## src/rtl/sound_pkg.sv

```systemverilog
// Shared types and note divider codes for the sound effect sequencer.
package sound_pkg;

  localparam int unsigned FREQ_W = 8;

  localparam logic [FREQ_W-1:0] NOTE_A4  = 8'd89;
  localparam logic [FREQ_W-1:0] NOTE_E5  = 8'd59;
  localparam logic [FREQ_W-1:0] NOTE_DS4 = 8'd126;
  localparam logic [FREQ_W-1:0] NOTE_G3  = 8'd199;
  localparam logic [FREQ_W-1:0] NOTE_C4  = 8'd149;
  localparam logic [FREQ_W-1:0] NOTE_OFF = 8'd0;

  // Encoding doubles as priority: larger value wins arbitration.
  typedef enum logic [1:0] {
    SFX_DIR  = 2'd0,
    SFX_GOOD = 2'd1,
    SFX_BAD  = 2'd2
  } sfx_e;

  typedef enum logic [1:0] {
    IDLE  = 2'd0,
    NOTE1 = 2'd1,
    NOTE2 = 2'd2
  } state_e;

  // Divider code sounding in a given state for a given effect.
  function automatic logic [FREQ_W-1:0] note_code(input state_e st, input sfx_e sfx);
    logic [FREQ_W-1:0] code;
    code = NOTE_OFF;
    case (st)
      NOTE1: begin
        case (sfx)
          SFX_BAD:  code = NOTE_DS4;
          SFX_GOOD: code = NOTE_A4;
          default:  code = NOTE_C4;
        endcase
      end
      NOTE2: begin
        case (sfx)
          SFX_BAD:  code = NOTE_G3;
          SFX_GOOD: code = NOTE_E5;
          default:  code = NOTE_OFF;
        endcase
      end
      default: code = NOTE_OFF;
    endcase
    return code;
  endfunction

endpackage

```

## src/rtl/note_timer.sv

```systemverilog
// Note duration down-counter; done is high while the count reads zero.
module note_timer #(
  parameter int unsigned WIDTH = 8
) (
  input  logic             clk,
  input  logic             rst,
  input  logic             load,
  input  logic [WIDTH-1:0] load_val,
  output logic             done
);

  logic [WIDTH-1:0] cnt;

  always_ff @(posedge clk or posedge rst) begin
    if (rst) begin
      cnt <= '0;
    end else if (load) begin
      cnt <= load_val;
    end else if (cnt != '0) begin
      cnt <= cnt - WIDTH'(1);
    end
  end

  assign done = (cnt == '0);

endmodule

```

## src/rtl/sound_sequencer.sv

```systemverilog
// Arbitrates game sound events by priority and plays timed one/two-note effects
// as registered tone-divider codes.
module sound_sequencer
  import sound_pkg::*;
#(
  parameter int unsigned NOTE_CYCLES = 1_000_000,
  parameter int unsigned BLIP_CYCLES = 250_000
) (
  input  logic              clk,
  input  logic              rst,
  input  logic              goodColl_i,
  input  logic              badColl_i,
  input  logic [3:0]        direction_i,
  input  logic              mute_i,
  output logic [FREQ_W-1:0] freq,
  output logic              playing_o
);

  localparam int unsigned TIMER_W = $clog2(NOTE_CYCLES + 1);
  localparam logic [TIMER_W-1:0] NOTE_LOAD = TIMER_W'(NOTE_CYCLES - 1);
  localparam logic [TIMER_W-1:0] BLIP_LOAD = TIMER_W'(BLIP_CYCLES - 1);

  state_e              state, state_n;
  sfx_e                sfx, sfx_n;
  logic [FREQ_W-1:0]   freq_n;
  logic                playing_n;
  logic                ev_valid_c;
  sfx_e                ev_sfx_c;
  logic                timer_load_c;
  logic [TIMER_W-1:0]  timer_val_c;
  logic                timer_done;

  note_timer #(
    .WIDTH(TIMER_W)
  ) u_timer (
    .clk      (clk),
    .rst      (rst),
    .load     (timer_load_c),
    .load_val (timer_val_c),
    .done     (timer_done)
  );

  always_ff @(posedge clk or posedge rst) begin
    if (rst) begin
      state     <= IDLE;
      sfx       <= SFX_DIR;
      freq      <= NOTE_OFF;
      playing_o <= 1'b0;
    end else begin
      state     <= state_n;
      sfx       <= sfx_n;
      freq      <= freq_n;
      playing_o <= playing_n;
    end
  end

  // Arbitration, preemption and note sequencing; outputs follow the next state.
  always_comb begin
    state_n      = state;
    sfx_n        = sfx;
    timer_load_c = 1'b0;
    timer_val_c  = '0;
    ev_valid_c   = goodColl_i | badColl_i | (|direction_i);
    ev_sfx_c     = badColl_i ? SFX_BAD : (goodColl_i ? SFX_GOOD : SFX_DIR);

    if (mute_i) begin
      state_n = IDLE;
    end else if (ev_valid_c && (state == IDLE || ev_sfx_c >= sfx)) begin
      state_n      = NOTE1;
      sfx_n        = ev_sfx_c;
      timer_load_c = 1'b1;
      timer_val_c  = (ev_sfx_c == SFX_DIR) ? BLIP_LOAD : NOTE_LOAD;
    end else begin
      case (state)
        NOTE1: begin
          if (timer_done) begin
            if (sfx == SFX_DIR) begin
              state_n = IDLE;
            end else begin
              state_n      = NOTE2;
              timer_load_c = 1'b1;
              timer_val_c  = NOTE_LOAD;
            end
          end
        end
        NOTE2: begin
          if (timer_done) begin
            state_n = IDLE;
          end
        end
        default: state_n = IDLE;
      endcase
    end

    freq_n    = note_code(state_n, sfx_n);
    playing_n = (state_n != IDLE);
  end

endmodule

```

## config.mk

```make
export PLATFORM = sky130hd
export DESIGN_NAME = sound_sequencer
export DESIGN_NICKNAME = d
export VERILOG_FILES = /design/src/rtl/sound_pkg.sv /design/src/rtl/note_timer.sv /design/src/rtl/sound_sequencer.sv
export SDC_FILE = /design/constraint.sdc
export NUM_CORES = 1
export LEC_CHECK = 0
export BUFFER_PORTS_ARGS = -buffer_cell sky130_fd_sc_hd__buf_2
export CELL_PAD_IN_SITES_DETAIL_PLACEMENT = 1
export CELL_PAD_IN_SITES_GLOBAL_PLACEMENT = 1
export CORE_MARGIN = 5
export CORE_UTILIZATION = 30
export DETAILED_ROUTE_END_ITERATION = 8
export PLACE_DENSITY = 0.64
export SYNTH_ARGS = -nofsm -noshare
export SYNTH_HDL_FRONTEND = slang
export SYNTH_SLANG_ARGS = --single-unit
```

## constraint.sdc

```tcl
create_clock -name clk -period 3.2 [get_ports clk]
set_input_delay 0.96 -clock clk [delete_from_list [all_inputs] [get_ports clk]]
set_output_delay 0.96 -clock clk [all_outputs]
set_load 0.03 [all_outputs]
```

# ---- Word-level counts from Yosys, hierarchy flattened
# Index checks and enable logic that the tools add are counted.
dict set report word_totals {
  register_bits 33
  in_bits 9
  output_inout_bits 9
  wordCells 51
}
dict set report classes {
  add_sub_neg 1
  n_lt_le_gt_ge 1
  n_eq_ne 6
  muxes 26
  bitwise 2
  reduce_logical 10
}
# operator n
set op_table {}
lappend op_table {{$mux 20} 8}
lappend op_table {{$pmux 8 s2} 3}
lappend op_table {{$logic_not 20->1} 1}
lappend op_table {{$reduce_bool 20->1} 1}
lappend op_table {{$sub 20x1->20 const B} 1}
lappend op_table {{$mux 2} 8}
lappend op_table {{$eq 2x1->1 const B} 3}
lappend op_table {{$eq 2x2->1 const B} 3}
lappend op_table {{$logic_not 2->1} 3}
lappend op_table {{$mux 1} 6}
lappend op_table {{$pmux 2 s2} 1}
lappend op_table {{$reduce_bool 2->1} 2}
lappend op_table {{$reduce_or 4->1} 1}
lappend op_table {{$ge 2x2->1} 1}
lappend op_table {{$or 1x1->1} 2}
lappend op_table {{$logic_and 1x1->1} 1}
lappend op_table {{$logic_or 1x1->1} 1}

# ---- Longest topological paths before layout
# Gate-level depths: netlist of the first run.
dict set report depth {
  word_depth 10
  ltp_mapped 11
  depth_no_buf 11
}

# ---- By module
# Synthesis of the first run repeated with hierarchy kept, for this count alone.
dict set report hier_totals {
  cells_unflattened 223
  hier_area_um2 2124.5
}
# mod n_inst cells_each area_each_um2 seq_area_each_um2
set modules_own_cells {}
lappend modules_own_cells {note_timer 1 143 1337.5 500.5}
lappend modules_own_cells {sound_sequencer 1 80 787.0 325.3}

# ---- Least setup slack after synthesis of the first run
# Ideal clock, no wire load.
dict set report synth_timing {
  kind {input port to flip-flop}
  start {in goodColl_i}
  end {reg freq[3]}
  setup_ps 84
  t_arrival_ps 2972
  required_ps 3116
  slack_ps 144
  path_stages 11
  n_path_buf 0
  path_cell_list {nor2b_1 -> inv_1 -> ha_1 -> nand2b_1 -> a211oi_1 -> a211oi_2 -> mux2i_1 -> inv_1 -> ha_1 -> nand2b_1 -> a21boi_0}
}
dict set report synth_between {
  elab_chain_len 10
  elab_cells_between_ends 18
  cone_classes {1 x order compare; 4 x eq/ne; 9 x mux; 2 x bitwise; 2 x reduce/logical}
}
# item line_no
set synth_lines {}
lappend synth_lines {{start: declaration} sound_sequencer.sv:11} ;# input logic goodColl_i,
lappend synth_lines {{$mux 1} sound_sequencer.sv:64} ;# ev_sfx_c = badColl_i ? SFX_BAD : (goodColl_i ? SFX_GOOD : SFX_DIR);
lappend synth_lines {{$mux 2} sound_sequencer.sv:64}
lappend synth_lines {{$ge 2x2->1} sound_sequencer.sv:68} ;# end else if (ev_valid_c && (state == IDLE || ev_sfx_c >= sfx)) begin
lappend synth_lines {{$logic_or 1x1->1} sound_sequencer.sv:68}
lappend synth_lines {{$logic_and 1x1->1 (*)} sound_sequencer.sv:68}
lappend synth_lines {{$mux 2 (*)} sound_sequencer.sv:68}
lappend synth_lines {{$mux 2 (*)} sound_sequencer.sv:66} ;# if (mute_i) begin
lappend synth_lines {{named net sfx_n[1]} sound_sequencer.sv:24} ;# sfx_e sfx, sfx_n;
lappend synth_lines {{$eq 2x1->1 or $eq 2x2->1 (tied branches)} {sound_pkg.sv:32, sound_pkg.sv:39}}
lappend synth_lines {{$pmux 8 s2 (on tied branches)} {sound_pkg.sv:39, sound_pkg.sv:32}}
lappend synth_lines {{$pmux 8 s2 (*)} sound_pkg.sv:30} ;# case (st)
lappend synth_lines {{named net freq_n[3]} sound_sequencer.sv:25} ;# logic [FREQ_W-1:0] freq_n;
lappend synth_lines {{end signal: assignment} sound_sequencer.sv:52} ;# freq <= freq_n;
lappend synth_lines {{end: declaration} sound_sequencer.sv:15} ;# output logic [FREQ_W-1:0] freq,
# The timed path passes the listed nets; every way through them passes the cells marked *.
# A chain may end at the register's enable or synchronous reset.

# ---- Worst setup path in the final report of the first run
dict set report layout_timing {
  start {in goodColl_i}
  end {reg freq[7]}
}
dict set report layout_between {
  elab_chain_len 10
  elab_cells_between_ends 18
  cone_classes {1 x order compare; 4 x eq/ne; 9 x mux; 2 x bitwise; 2 x reduce/logical}
}
# item line_no
set layout_lines {}
lappend layout_lines {{$mux 1} sound_sequencer.sv:64}
lappend layout_lines {{$mux 2} sound_sequencer.sv:64}
lappend layout_lines {{$ge 2x2->1} sound_sequencer.sv:68}
lappend layout_lines {{$logic_or 1x1->1} sound_sequencer.sv:68}
lappend layout_lines {{$logic_and 1x1->1} sound_sequencer.sv:68}
lappend layout_lines {{$mux 2} sound_sequencer.sv:68}
lappend layout_lines {{$mux 2} sound_sequencer.sv:66}
lappend layout_lines {{$eq 2x1->1 or $eq 2x2->1 (tied branches)} {sound_pkg.sv:32, sound_pkg.sv:39}}
lappend layout_lines {{$pmux 8 s2 (on tied branches)} {sound_pkg.sv:39, sound_pkg.sv:32}}
lappend layout_lines {{$pmux 8 s2 (*)} sound_pkg.sv:30}
lappend layout_lines {{named net freq_n[7]} sound_sequencer.sv:25}
# Marked as above.

==> results.txt, run 1 <==
The type of destination of the critical path was a flop. The worst-case clock skew was 0.00643 ns; the area share of the largest cell type after synthesis was 43.1%. Height of the die: 89.9 um. Setup violations remaining at the end of the flow were counted as 0.

Setup repair after global routing left no endpoint under its margin. For the post-CTS setup buffer count, the log shows 0. The area growth from synthesis to layout is 17.5%.

The leakage power is 0.993 nW, and the worst path setup slack after routing is 0.214 ns. In this run the standard cell core region covers 0.00628 mm2. Entering global routing, the biggest net connects 25 pins. The tools report the data required time at the worst endpoint as 3.39 ns. For the max-slew violation total from the final report, the log shows 0.

Clock tree synthesis inserted a total of 5 buffers. The flow ran to the end, and the final reports show no timing, DRC or antenna violations. The number of gates given a new drive strength after cts is 0. The initial antenna violation count is 0, and the highest cell delay on the worst timing path is 0.42 ns. The power density of the placed cells was 498 mW/mm2; the post-route minimum period was 2.99 ns. Timing would allow up to 335 MHz. Sequential fraction of the synthesis area: 43.1%. After clock tree synthesis, the clock-pin slew on the worst setup and hold paths is 0.08 ns. The number of buffers and inverters on the critical path is 3.

The pin slew with the least headroom to its limit was 0.671 ns. In the synthesized netlist the dominant register cell turns out to be sky130_fd_sc_hd__dfrtp_1. The mean instance size in the synthesized netlist came out at 9.87 um2. The critical path goes through buf_2 > nor2b_1 > inv_1 > ha_1 > nand2b_1 > a211oi_1 > buf_4 > a21o_1 > o2111ai_1 > ha_1 > a21boi_0. The clock passes through at most 2 buffers.

The first routing iteration left 61 violations. The number of nets produced by synthesis is 217. Setup total negative slack on the finished layout was measured at 0 ns. The type of origin of the critical path is a primary input. IR analysis of the VDD net gives a maximum drop of 0.293 mV.

For the via count of the first global-routing pass, the log shows 1,687. The routed length per placed instance was 15.7 um. Summing over every cut layer, the via total after detailed routing is 1,542. The depth of the CTS H-tree is 2, and the count of flip-flops with a built-in enable after synthesis is 0. Cell at the root of the clock tree: sky130_fd_sc_hd__clkbuf_8.

The first global-routing pass estimated 8100 um of wire. Among all stages on the critical path, the largest delay is contributed by sky130_fd_sc_hd__ha_1. The Yosys step of the flow raised 0 warnings. STA puts the critical path data arrival time at 3.18 ns. DRC violations left: 0.

The number of different library cells used by synthesis comes to 44. The number of top-level pins came out at 18. In the post-synthesis netlist, the biggest area contributors are sky130_fd_sc_hd__dfrtp_1 43%, sky130_fd_sc_hd__ha_1 9.2%, sky130_fd_sc_hd__xnor2_1 3.7%.

The tools report the slack of the worst reg-to-reg path as 0.46 ns. The average via count per standard cell was 5.06; the total number of placement rows was 29. Summed over all layers, the global routing overflow is 0. Port buffering added 17 buffers.

Leaving out filler cells and counting taps, the final layout contains 305. For the gate count after technology mapping, the log shows 194. The type of the worst setup path was primary input to flop.

The worst relative slew slack is 54.9%. The number of nets with antenna violations after routing is 0. The number of register bits inferred by synthesis works out to 33. For the cell area after placement, the log shows 0.00216 mm2. Counting stages on the worst path, the most repeated cell is sky130_fd_sc_hd__ha_1.

TritonCTS built the clock tree. Hold buffer count at cts: 0. Global routing used 12.3% of the available tracks across all layers.

After layout, the worst path uses 93.3% of the clock period. Of all flip-flops after synthesis, the portion carrying an async set or reset was 100%. The net count of the finished layout is 250. Summing every instance area after synthesis gives 0.00191 mm2. In the final layout, the share of cells above drive strength 1 is 19.7%. Effective utilization at floorplan: 30.5%. The final hold violation count came out at 0. Among cell families on the critical path, the largest total delay comes from compound AO/OA/AOI/OAI gates. The first detailed-routing pass ran for 4 iterations.

The run gives 0 as the count of antenna diodes in the layout. The cell type contributing the most total cell area after synthesis is sky130_fd_sc_hd__dfrtp_1. Prior to clock tree synthesis, the placed netlist has a worst setup slack of -0.151 ns.

The detailed-placement wirelength estimate was 3680 um; the floorplan die area was 0.00808 mm2. The total number of clock tree sinks was 33; the detailed-route wire length was 4780 um. The post-placement cell count was 297. The path class of the tightest hold or removal check is flop to flop. The horizontal die dimension was 89.9 um; the clock latency of the later-clocked register in the worst-skew pair was 0.29 ns. The largest fanout on the critical path is 8. For the last weighted congestion value of the routability-driven placer, the log shows 0.781. The post-route standard cell area excluding fillers is 0.00225 mm2. Across the run, the number of max-cap violations was 0.
[worst paths after layout]
| path | depth (start not counted) | endpoint | from |
|---|---|---|---|
| worst max-delay path | 11 | freq[7] | goodColl_i |
| worst min-delay path | 1 | u_timer.cnt[17] | u_timer.cnt[17] |
| worst max register to register | 7 | freq[7] | u_timer.cnt[11] |
| worst min register to register | 1 | u_timer.cnt[17] | u_timer.cnt[17] |
| max in group asynchronous | 3 | u_timer.cnt[10] | rst |
| min in group asynchronous | 2 | freq[5] | rst |
[cell usage in the layout, fill, tap and decap left out, types with 2 or more instances in the layout]
cell type and count:
sky130_fd_sc_hd__nor2b_1 3, sky130_fd_sc_hd__a211oi_1 3, sky130_fd_sc_hd__inv_1 12, sky130_fd_sc_hd__nor2_1 13, sky130_fd_sc_hd__clkbuf_8 5, sky130_fd_sc_hd__a21boi_0 7
sky130_fd_sc_hd__nand4b_1 2, sky130_fd_sc_hd__nand4_1 2, sky130_fd_sc_hd__o31ai_1 3, sky130_fd_sc_hd__a21o_1 4, sky130_fd_sc_hd__buf_2 17, sky130_fd_sc_hd__nor3_1 10
sky130_fd_sc_hd__or3_1 2, sky130_fd_sc_hd__and2_1 2, sky130_fd_sc_hd__dfrtp_1 33, sky130_fd_sc_hd__o21ai_0 6, sky130_fd_sc_hd__clkinv_2 2, sky130_fd_sc_hd__nand3_1 3
sky130_fd_sc_hd__o21ai_1 4, sky130_fd_sc_hd__nor4_1 7, sky130_fd_sc_hd__mux2i_1 3, sky130_fd_sc_hd__ha_1 14, sky130_fd_sc_hd__nand2b_1 9, sky130_fd_sc_hd__a21oi_1 7
sky130_fd_sc_hd__xor2_1 3, sky130_fd_sc_hd__xnor2_1 8, sky130_fd_sc_hd__nand2_1 14, sky130_fd_sc_hd__buf_4 11
[routing by layer]
layer	routed length (um)	track usage, %	up-vias
li1	-	-	752
met1	2180	15.5	768
met2	2400	20.9	20
met3	167	4.42	2
met4	25	1.49	0
met5	0	0	-
[cell usage after synthesis, types with 3 or more instances]
library cell	n
sky130_fd_sc_hd__nor4_1	7
sky130_fd_sc_hd__mux2i_1	3
sky130_fd_sc_hd__nor3_1	10
sky130_fd_sc_hd__xnor2_1	8
sky130_fd_sc_hd__a211oi_1	3
sky130_fd_sc_hd__o21ai_1	4
sky130_fd_sc_hd__o31ai_1	3
sky130_fd_sc_hd__a21boi_0	7
sky130_fd_sc_hd__a21oi_1	7
sky130_fd_sc_hd__nor2_1	13
sky130_fd_sc_hd__dfrtp_1	33
sky130_fd_sc_hd__a21o_1	4
sky130_fd_sc_hd__nor2b_1	3
sky130_fd_sc_hd__nand2_1	14
sky130_fd_sc_hd__inv_1	12
sky130_fd_sc_hd__nand2b_1	9
sky130_fd_sc_hd__ha_1	14
sky130_fd_sc_hd__nand3_1	3
sky130_fd_sc_hd__xor2_1	3
sky130_fd_sc_hd__o21ai_0	6
[worst register-to-register path, cell delays in order (launching register included)]
cell and delay (ns):
sky130_fd_sc_hd__dfrtp_1 0.42, sky130_fd_sc_hd__or4_4 0.55, sky130_fd_sc_hd__or3_4 0.38, sky130_fd_sc_hd__or2_1 0.36
sky130_fd_sc_hd__nor2_4 0.14, sky130_fd_sc_hd__o2111ai_1 0.16, sky130_fd_sc_hd__ha_1 0.42, sky130_fd_sc_hd__a21boi_0 0.24
[state kept, by name (all words and copies together), names as in the netlist]
register / count
freq: 8
playing_o: 1
sfx: 2
state: 2
u_timer.cnt: 20
[power breakdown]
group / switching [W] / internal (W) / total (W)
clock: 0.000170 / 0.000150 / 0.000320
sequential: 0.0000488 / 0.000466 / 0.000514
combinational: 0.000160 / 0.000126 / 0.000286
[cell type report]
type | instances | area, um2
well taps | 77 | 96.3
multi-input cells | 147 | 1030
repair buffers | 28 | 168
clock inverters | 3 | 17.5
inverters | 12 | 45.0
clock buffers | 5 | 68.8
fillers | 732 | 4030
flip-flops and latches | 33 | 826
[cells by family after synthesis]
family | synth area share (%)
simple gates | 22.2
compound gates | 15.8
flops | 43.1
buf+inv | 3.14
fa+ha+maj | 9.15
xor+xnor | 5.03
mux | 1.57
[through the flow]
step	util, %	total power, W	hold WS (ns)
finish	35.8	0.00112	0.561
global route	35.8	0.00120	0.605
CTS	35.8	0.00114	0.571
detailed placement	34.5	0.000815	0.554
global placement	34.5	0.000807	0.548
floorplan	-	0.000712	0.506
(Power assumes the default switching activity.)
==> run 2: changes to the inputs <==
--- a/config.mk
+++ b/config.mk
@@ -11,7 +11,7 @@
 export CORE_MARGIN = 5
 export CORE_UTILIZATION = 30
 export DETAILED_ROUTE_END_ITERATION = 8
-export PLACE_DENSITY = 0.64
+export PLACE_DENSITY_LB_ADDON = 0.1
 export SYNTH_ARGS = -nofsm -noshare
 export SYNTH_HDL_FRONTEND = slang
 export SYNTH_SLANG_ARGS = --single-unit
==> constraint.sdc (replaced) <==
create_clock -name clk -period 3.5 [get_ports clk]
set_input_delay 1.05 -clock clk [delete_from_list [all_inputs] [get_ports clk]]
set_output_delay 1.05 -clock clk [all_outputs]
set_load 0.03 [all_outputs]
==> run 2 against run 1 <==
Net effect:
- combinational power is 12% lower
- non-clock buffer count down 7
- worst setup slack gained 0.16 ns
- clock skew increased by 0.0062 ns
- worst hold slack better by 0.0097 ns
- clock power rose by 16%
- critical path depth is 1 higher
- via count down 1.4%
- first-iteration DRC count decreased by 25%
==> results.txt, run 2 (synthesized netlist as in run 1, its figures left out) <==
In the final layout, the registers with the most flip-flops are u_timer.cnt: 20 flops, freq: 8 flops. Of the available clock period, the critical path in the final layout requires 89.2%. The post-route standard cell area excluding fillers came out at 0.00223 mm2 (-0.83%). Ranked by flip-flop count, first place goes to u_timer.cnt. The clock latency of the later-clocked register in the worst-skew pair is 0.29 ns (about the same).

The logs give 298 (-2.3%) for the count of placed standard cells in the final layout, fillers left out and 739 (+0.96%) for the number of fillers in the final layout. The last weighted congestion value of the routability-driven placer came out at 0.838 (+7.4%). The power density of the placed cells is 490 mW/mm2 (-1.6%).

The logs give 0.971 nW (-2.3%) for the leakage power and 0.00628 mm2 (unchanged) for the placeable core region. The tools report the floorplan die area as 0.00808 mm2 (unchanged). CTS placed an instance of sky130_fd_sc_hd__clkbuf_8 at the clock tree root.

The run gives 0 (unchanged) as the final setup violation count. The worst-case clock skew was 0.0126 ns (+0.00622 ns); the register clock-pin slew on the reported worst setup and hold paths was 0.08 ns (about the same). The total of buffers placed on input and output ports came out at 17 (unchanged). The arrival time reported for the critical path endpoint is 3.33 ns (+0.15 ns), and the detailed-route via count is 1,521 (-1.4%). Timing would allow up to 320 MHz. Setup repair after global routing left no endpoint under its margin. The share of cells above drive strength 1 was 17.6% (-2.1 points). The tools report the type of origin of the critical path as a primary input. The height of the die is 89.9 um (unchanged), and the detailed-route wire length is 4950 um (+3.7%). The first-pass GRT wire length came out at 8380 um (+3.4%).

The global routing's busiest layer is met2. Power after layout: 0.00109 W (-2.4%). The effective utilization at floorplan is 30.5% (unchanged). The DRC violations left was 0 (unchanged).

The multi-input combinational cell area was 0.00103 mm2 (+0.49%); the post-route core utilization was 35.5% (-0.30 points). The largest net degree at the start of global routing came out at 34 (+36%). The tools report the aggregate negative setup slack as 0 ns (unchanged). The count of buffer and inverter cells on the critical path was 3 (unchanged); the met2 capacity usage during global routing was 22.7% (+1.9 points).

The data required time at the worst endpoint was 3.71 ns (+0.32 ns). TritonCTS built the clock tree. In the layout the commonest cells are 33 x sky130_fd_sc_hd__dfrtp_1, 17 x sky130_fd_sc_hd__buf_2, 14 x sky130_fd_sc_hd__nand2_1, 14 x sky130_fd_sc_hd__ha_1, 13 x sky130_fd_sc_hd__nor2_1. For the cell area after placement, the log shows 0.00211 mm2 (-2.4%). Relative to the synthesized area, the layout overhead comes to 16.5%. The tools report the hold buffer count at cts as 0 (unchanged).

For the slack of the worst reg-to-reg path, the log shows 0.66 ns (+0.20 ns). For this design, the slowest cell found on the critical path is sky130_fd_sc_hd__a211oi_2. Max-capacitance violation count: 0 (unchanged). For the total number of placement rows, the log shows 29 (unchanged). The run gives 0 (unchanged) as the initial antenna violation count. The pin slew with the least headroom to its limit is 0.527 ns (-0.143 ns). The number of top-level pins is 18 (unchanged), and the final layout net count is 243 (-2.8%). Classification of the worst-slack hold path: flop to flop. Leaving out fill and tap cells, the most frequent cell in the layout is sky130_fd_sc_hd__dfrtp_1.

The post-route minimum period is 3.12 ns, and the number of nets with antenna violations after routing is 0 (unchanged). For the detailed-placement wirelength estimate, the log shows 3780 um (+2.8%). The family with the most delay on the worst path is compound AO/OA/AOI/OAI gates. For the worst relative slew slack, the log shows 64.5% (+9.6 points). Via count of the first global-routing pass: 1,702 (+0.89%). The area taken by flip-flops and latches was 826 um2 (unchanged); the number of flip-flops in the largest register was 20 (unchanged). The average via count per standard cell works out to 5.10 (+0.96%).

For the first-pass detailed-route iteration total, the log shows 4 (unchanged). For the depth of the CTS H-tree, the log shows 2 (unchanged). The run gives 15.3% (-0.23 points) as the routing usage on met1. The worst setup path is captured at a flop.

The post-placement cell count was 290 (-2.4%). The global route total overflow is 0 (unchanged). The count of antenna diodes in the layout is 0 (unchanged).

The critical path in this run is classified as primary input to flop. The global-route usage over all layers was 12.7% (+0.36 points); the number of buffers added by the clock tree synthesis step was 5 (unchanged). For the met3 routing resource usage after global routing, the log shows 2.42% (-2.0 points).

The final hold violation count was 0 (unchanged); the routed length per placed instance was 16.6 um (+6.1%). The max-slew violation total from the final report was 0 (unchanged). The run finished with clean final reports.

The critical path goes through buf_2 > nor2b_1 > inv_1 > ha_1 > nand2b_1 > a211oi_2 > a211oi_2 > mux2i_1 > inv_1 > ha_1 > nand2b_1 > a21boi_0. The horizontal die dimension is 89.9 um (unchanged). For the initial detailed-routing violation count, the log shows 46 (-25%).

Maximum vdd drop: 0.189 mV (-36%). The maximum clock insertion buffer count is 2 (unchanged). The highest cell delay on the worst timing path is 0.31 ns (-0.11 ns). The total number of clock tree sinks came out at 33 (unchanged).

The largest fanout on the critical path came out at 4 (-4).
## run 2: cell types whose count changed in the layout (fill, tap and decap cells not counted)
cell / delta
sky130_fd_sc_hd__clkinv_2: -2
sky130_fd_sc_hd__a211oi_1: -1
sky130_fd_sc_hd__clkinv_4: +1
sky130_fd_sc_hd__a211oi_2: +1
sky130_fd_sc_hd__buf_4: -7
sky130_fd_sc_hd__bufinv_16: +1
## run 2: path summary, 6_finish.rpt
kind | depth (start not counted) | end | start
max | 12 | freq[0] | badColl_i
min | 1 | u_timer.cnt[14] | u_timer.cnt[14]
max reg2reg | 7 | freq[0] | u_timer.cnt[10]
min reg2reg | 1 | u_timer.cnt[14] | u_timer.cnt[14]
max in group asynchronous | 3 | u_timer.cnt[3] | rst
min in group asynchronous | 3 | u_timer.cnt[5] | rst
## run 2: metal layers
layer	vias to the layer above	wire length, um
met3	6	112
met1	761	2220
li1	736	-
met2	18	2560
met4	0	63
met5	-	0
## run 2: final cells by class
cell class,instances,share of cell area [%]
sequential,33,37.0
clock inverter,3,2.08
multi-input combinational,147,46.3
timing repair buffer,21,5.16
inverter,12,2.02
clock buffer,5,3.08
tap,77,4.32
## run 2: where the power goes
group	switching (W)	internal, W	total (W)
logic	0.000148	0.000106	0.000253
clock network	0.000157	0.000213	0.000370
registers	0.0000443	0.000426	0.000470
total	0.000349	0.000745	0.00109
## run 2: what timing repair did
item | CTS | global route
resized for setup | 0 | 1
endpoints found under the hold margin | 0 | 0
setup endpoints to repair | 0 | 1
buffers inserted | 0 | 0
## run 2: through the flow
stage                     setup slack [ns]  hold WS [ns]
after detailed placement           -0.0600         0.544
after global placement               0.166         0.543
after CTS                            0.253         0.560
final                                0.378         0.570
after global routing                 0.134         0.585
after floorplan                      0.354         0.506
==> run 3: changes to the inputs <==
--- a/config.mk
+++ b/config.mk
@@ -6,12 +6,9 @@
 export NUM_CORES = 1
 export LEC_CHECK = 0
 export BUFFER_PORTS_ARGS = -buffer_cell sky130_fd_sc_hd__buf_2
-export CELL_PAD_IN_SITES_DETAIL_PLACEMENT = 1
-export CELL_PAD_IN_SITES_GLOBAL_PLACEMENT = 1
 export CORE_MARGIN = 5
 export CORE_UTILIZATION = 30
 export DETAILED_ROUTE_END_ITERATION = 8
-export PLACE_DENSITY_LB_ADDON = 0.1
 export SYNTH_ARGS = -nofsm -noshare
 export SYNTH_HDL_FRONTEND = slang
 export SYNTH_SLANG_ARGS = --single-unit
==> run 3 against run 2 <==
Net effect:
- maximum frequency increased by 0.13%
- non-clock buffer count decreased by 2
- count of clock-buffer cells in the layout increased by 1
- worst setup slack improved by 0.0040 ns
- worst hold slack got worse by 0.011 ns
- sequential share of layout area increased by 0.89 points
- first-iteration DRC count increased to 2.6 times the previous value
- die area unchanged
- cell count decreased by 0.67%
- combinational power decreased by 5%
- highest routed layer unchanged
- clock skew decreased by 0.0092 ns
==> results.txt, run 3 (synthesized netlist as in run 1, its figures left out) <==
The library cell used most frequently in the layout, excluding fill and tap cells, is sky130_fd_sc_hd__dfrtp_1. The kind of cell with the highest combined delay along the critical path is compound AO/OA/AOI/OAI gates. The tools report the post-placement cell count as 288 (-0.69%).

The number of gates given a new drive strength after cts was 0 (unchanged); the floorplan die area was 0.00808 mm2 (unchanged). The final layout net count came out at 241 (-0.82%). The maximum clock insertion buffer count is 2 (unchanged).

The worst setup path is captured at a flop. Initial detailed-routing violation count: 119 (+160%). The number of top-level pins is 18 (unchanged). Setup repair after global routing left no endpoint under its margin. STA classifies the critical path startpoint as a primary input.

The cell area after placement is 0.00210 mm2 (-0.71%), and the share of cells above drive strength 1 is 16.0% (-1.7 points). The effective utilization at floorplan is 30.5% (unchanged), and the total of buffers placed on input and output ports is 17 (unchanged). The worst-case clock skew was 0.00342 ns (-0.00923 ns); the total number of placement rows was 29 (unchanged). The critical-path cell with the highest stage delay is sky130_fd_sc_hd__a211oi_1.

The horizontal die dimension was 89.9 um (unchanged); the max-capacitance violation count was 0 (unchanged). The maximum vdd drop came out at 0.241 mV (+28%). The post-CTS setup buffer count came out at 0 (unchanged). For the detailed-placement wirelength estimate, the log shows 2980 um (-21%). The launching point of the worst reg2reg path is u_timer.cnt[11]. The count of buffer and inverter cells on the critical path was 3 (unchanged). The logs give 0 (unchanged) for the hold buffer count at cts and 0 (unchanged) for the initial antenna violation count. The average via count per standard cell was 4.90 (-4.0%).

The clock latency of the later-clocked register in the worst-skew pair was 0.29 ns (about the same); the number of buffers added by the clock tree synthesis step was 5 (unchanged). The post-route standard cell area excluding fillers came out at 0.00218 mm2 (-2.4%). Post-route core utilization: 34.7% (-0.84 points).

The path class of the tightest hold or removal check is flop to flop. The logs give 33 (unchanged) for the total number of clock tree sinks and 1,450 (-4.7%) for the detailed-route via count. The placeable core region is 0.00628 mm2 (unchanged). The max-slew violation total from the final report is 0 (unchanged), and the number of stages on the worst hold path is 1 (unchanged). The largest fanout on the critical path was 4 (unchanged). The aggregate negative setup slack was 0 ns (unchanged). The critical path is of the primary input to flop type. The logs give 2 (unchanged) for the depth of the CTS H-tree and 1,531 (-10%) for the via count of the first global-routing pass. TritonCTS built the clock tree.

The largest net degree at the start of global routing was 34 (unchanged). The startpoint identified for the worst hold timing path is u_timer.cnt[17]. For the detailed-route wire length, the log shows 4060 um (-18%). The layout-stage area growth over the synthesis result was 13.8%; the worst relative slew slack was 52.3% (-12 points). The height of the die is 89.9 um (unchanged), and the register clock-pin slew on the reported worst setup and hold paths is 0.07 ns (about the same). The number of flip-flops in the largest register is 20 (unchanged), and the DRC violations left is 0 (unchanged). The endpoint identified for the worst register-to-register timing path is freq[3]. The run gives 0 (unchanged) as the global route total overflow. The number of cells on the worst reg-to-reg path is 7 (unchanged), and the last weighted congestion value of the routability-driven placer is 0.815 (-2.8%). The final hold violation count is 0 (unchanged). The share of the cycle needed by the critical path after routing was 89.1% (-0.12 points); the number of nets with antenna violations after routing was 0 (unchanged). For the final setup violation count, the log shows 0 (unchanged).

The power density of the placed cells was 455 mW/mm2 (-7.1%). Post-route minimum period: 3.12 ns (-0.00403 ns). The data required time at the worst endpoint came out at 3.71 ns (about the same).

The arrival time reported for the critical path endpoint came out at 3.33 ns (about the same). In the layout the commonest cells are 33 x sky130_fd_sc_hd__dfrtp_1, 17 x sky130_fd_sc_hd__buf_2, 14 x sky130_fd_sc_hd__nand2_1, 14 x sky130_fd_sc_hd__ha_1, 13 x sky130_fd_sc_hd__nor2_1. Counting flops per register, the top entry is u_timer.cnt. The leakage power came out at 0.950 nW (-2.2%). In this run the clock root is driven by a sky130_fd_sc_hd__clkbuf_8. The run finished with clean final reports. The tools report the global-route usage over all layers as 10.9% (-1.8 points). Walking the worst path, the cells encountered are buf_2 > nor2b_1 > inv_1 > ha_1 > nand2b_1 > a211oi_1 > a211oi_2 > mux2i_1 > inv_1 > ha_1 > nand2b_1 > a21boi_0. The pin slew with the least headroom to its limit came out at 0.709 ns (+0.181 ns). The first-pass detailed-route iteration total is 4 (unchanged). The routed length per placed instance was 13.7 um (-17%).

The tools report the first-pass GRT wire length as 7240 um (-14%). For the count of antenna diodes in the layout, the log shows 0 (unchanged). The maximum frequency from static timing analysis was 321 MHz (+0.13%). The worst hold path terminates at u_timer.cnt[17]. The slack of the worst reg-to-reg path was 0.71 ns (+0.05 ns). The largest registers in the layout are u_timer.cnt: 20 flops, freq: 8 flops. Highest cell delay on the worst timing path: 0.39 ns (+0.08 ns). The tools report the count of placed standard cells in the final layout, fillers left out as 296 (-0.67%).
run 3: cell count changes in the layout (fill, tap and decap cells not counted), sizes merged:
cell,change
buf,-2
clkinvlp,-1
clkbuf,+1
bufinv,-1
clkinv,+1
run 3: power by group:
| group | leakage, nW | internal [W] | switching (W) |
|---|---|---|---|
| clock | 0.0450 | 0.000138 | 0.000146 |
| sequential | 0.403 | 0.000426 | 0.0000425 |
| combinational | 0.501 | 0.000102 | 0.000138 |
run 3: metal layers:
layer / vias to the layer above / track usage, % / wire (um)
met3: 5 / 3.42 / 139
met5: - / 0 / 0
met4: 0 / 3.35 / 47
met1: 689 / 13.6 / 1900
li1: 740 / - / -
met2: 16 / 17.9 / 1970
run 3: metrics by stage:
| step | setup WS [ns] | power (W) | hold slack, ns |
|---|---|---|---|
| after floorplan | 0.354 | 0.000651 | 0.506 |
| after global placement | 0.120 | 0.000715 | 0.548 |
| after detailed placement | 0.0430 | 0.000718 | 0.541 |
| after CTS | 0.357 | 0.00101 | 0.557 |
| after global routing | 0.0247 | 0.00106 | 0.579 |
| final | 0.382 | 0.000992 | 0.560 |
run 3: final cells by class:
class	count	area, um2
fillers	646	4100
multi-input cells	147	1030
flip-flops and latches	33	826
repair buffers	19	100
well taps	77	96.3
clock buffers	6	72.6
inverters	12	45.0
clock inverters	2	10.0
run 3: worst register-to-register path, stage by stage (launching register included):
cell                        delay [ns]
sky130_fd_sc_hd__dfrtp_1          0.41
sky130_fd_sc_hd__or4_4            0.55
sky130_fd_sc_hd__or3_4            0.37
sky130_fd_sc_hd__or2_1            0.43
sky130_fd_sc_hd__nor2_4           0.16
sky130_fd_sc_hd__o2111ai_1        0.15
sky130_fd_sc_hd__ha_1             0.43
sky130_fd_sc_hd__a21boi_0         0.21
run 3: worst max-delay path by stage:
stage | startpoint | end | slack, ns | depth (start not counted)
final | badColl_i | freq[3] | 0.38 | 12
after global routing | badColl_i | freq[0] | 0.02 | 12
after CTS | badColl_i | freq[0] | 0.36 | 12
after detailed placement | badColl_i | freq[0] | 0.04 | 12
after global placement | badColl_i | freq[0] | 0.12 | 12
after floorplan | goodColl_i | freq[3] | 0.35 | 11
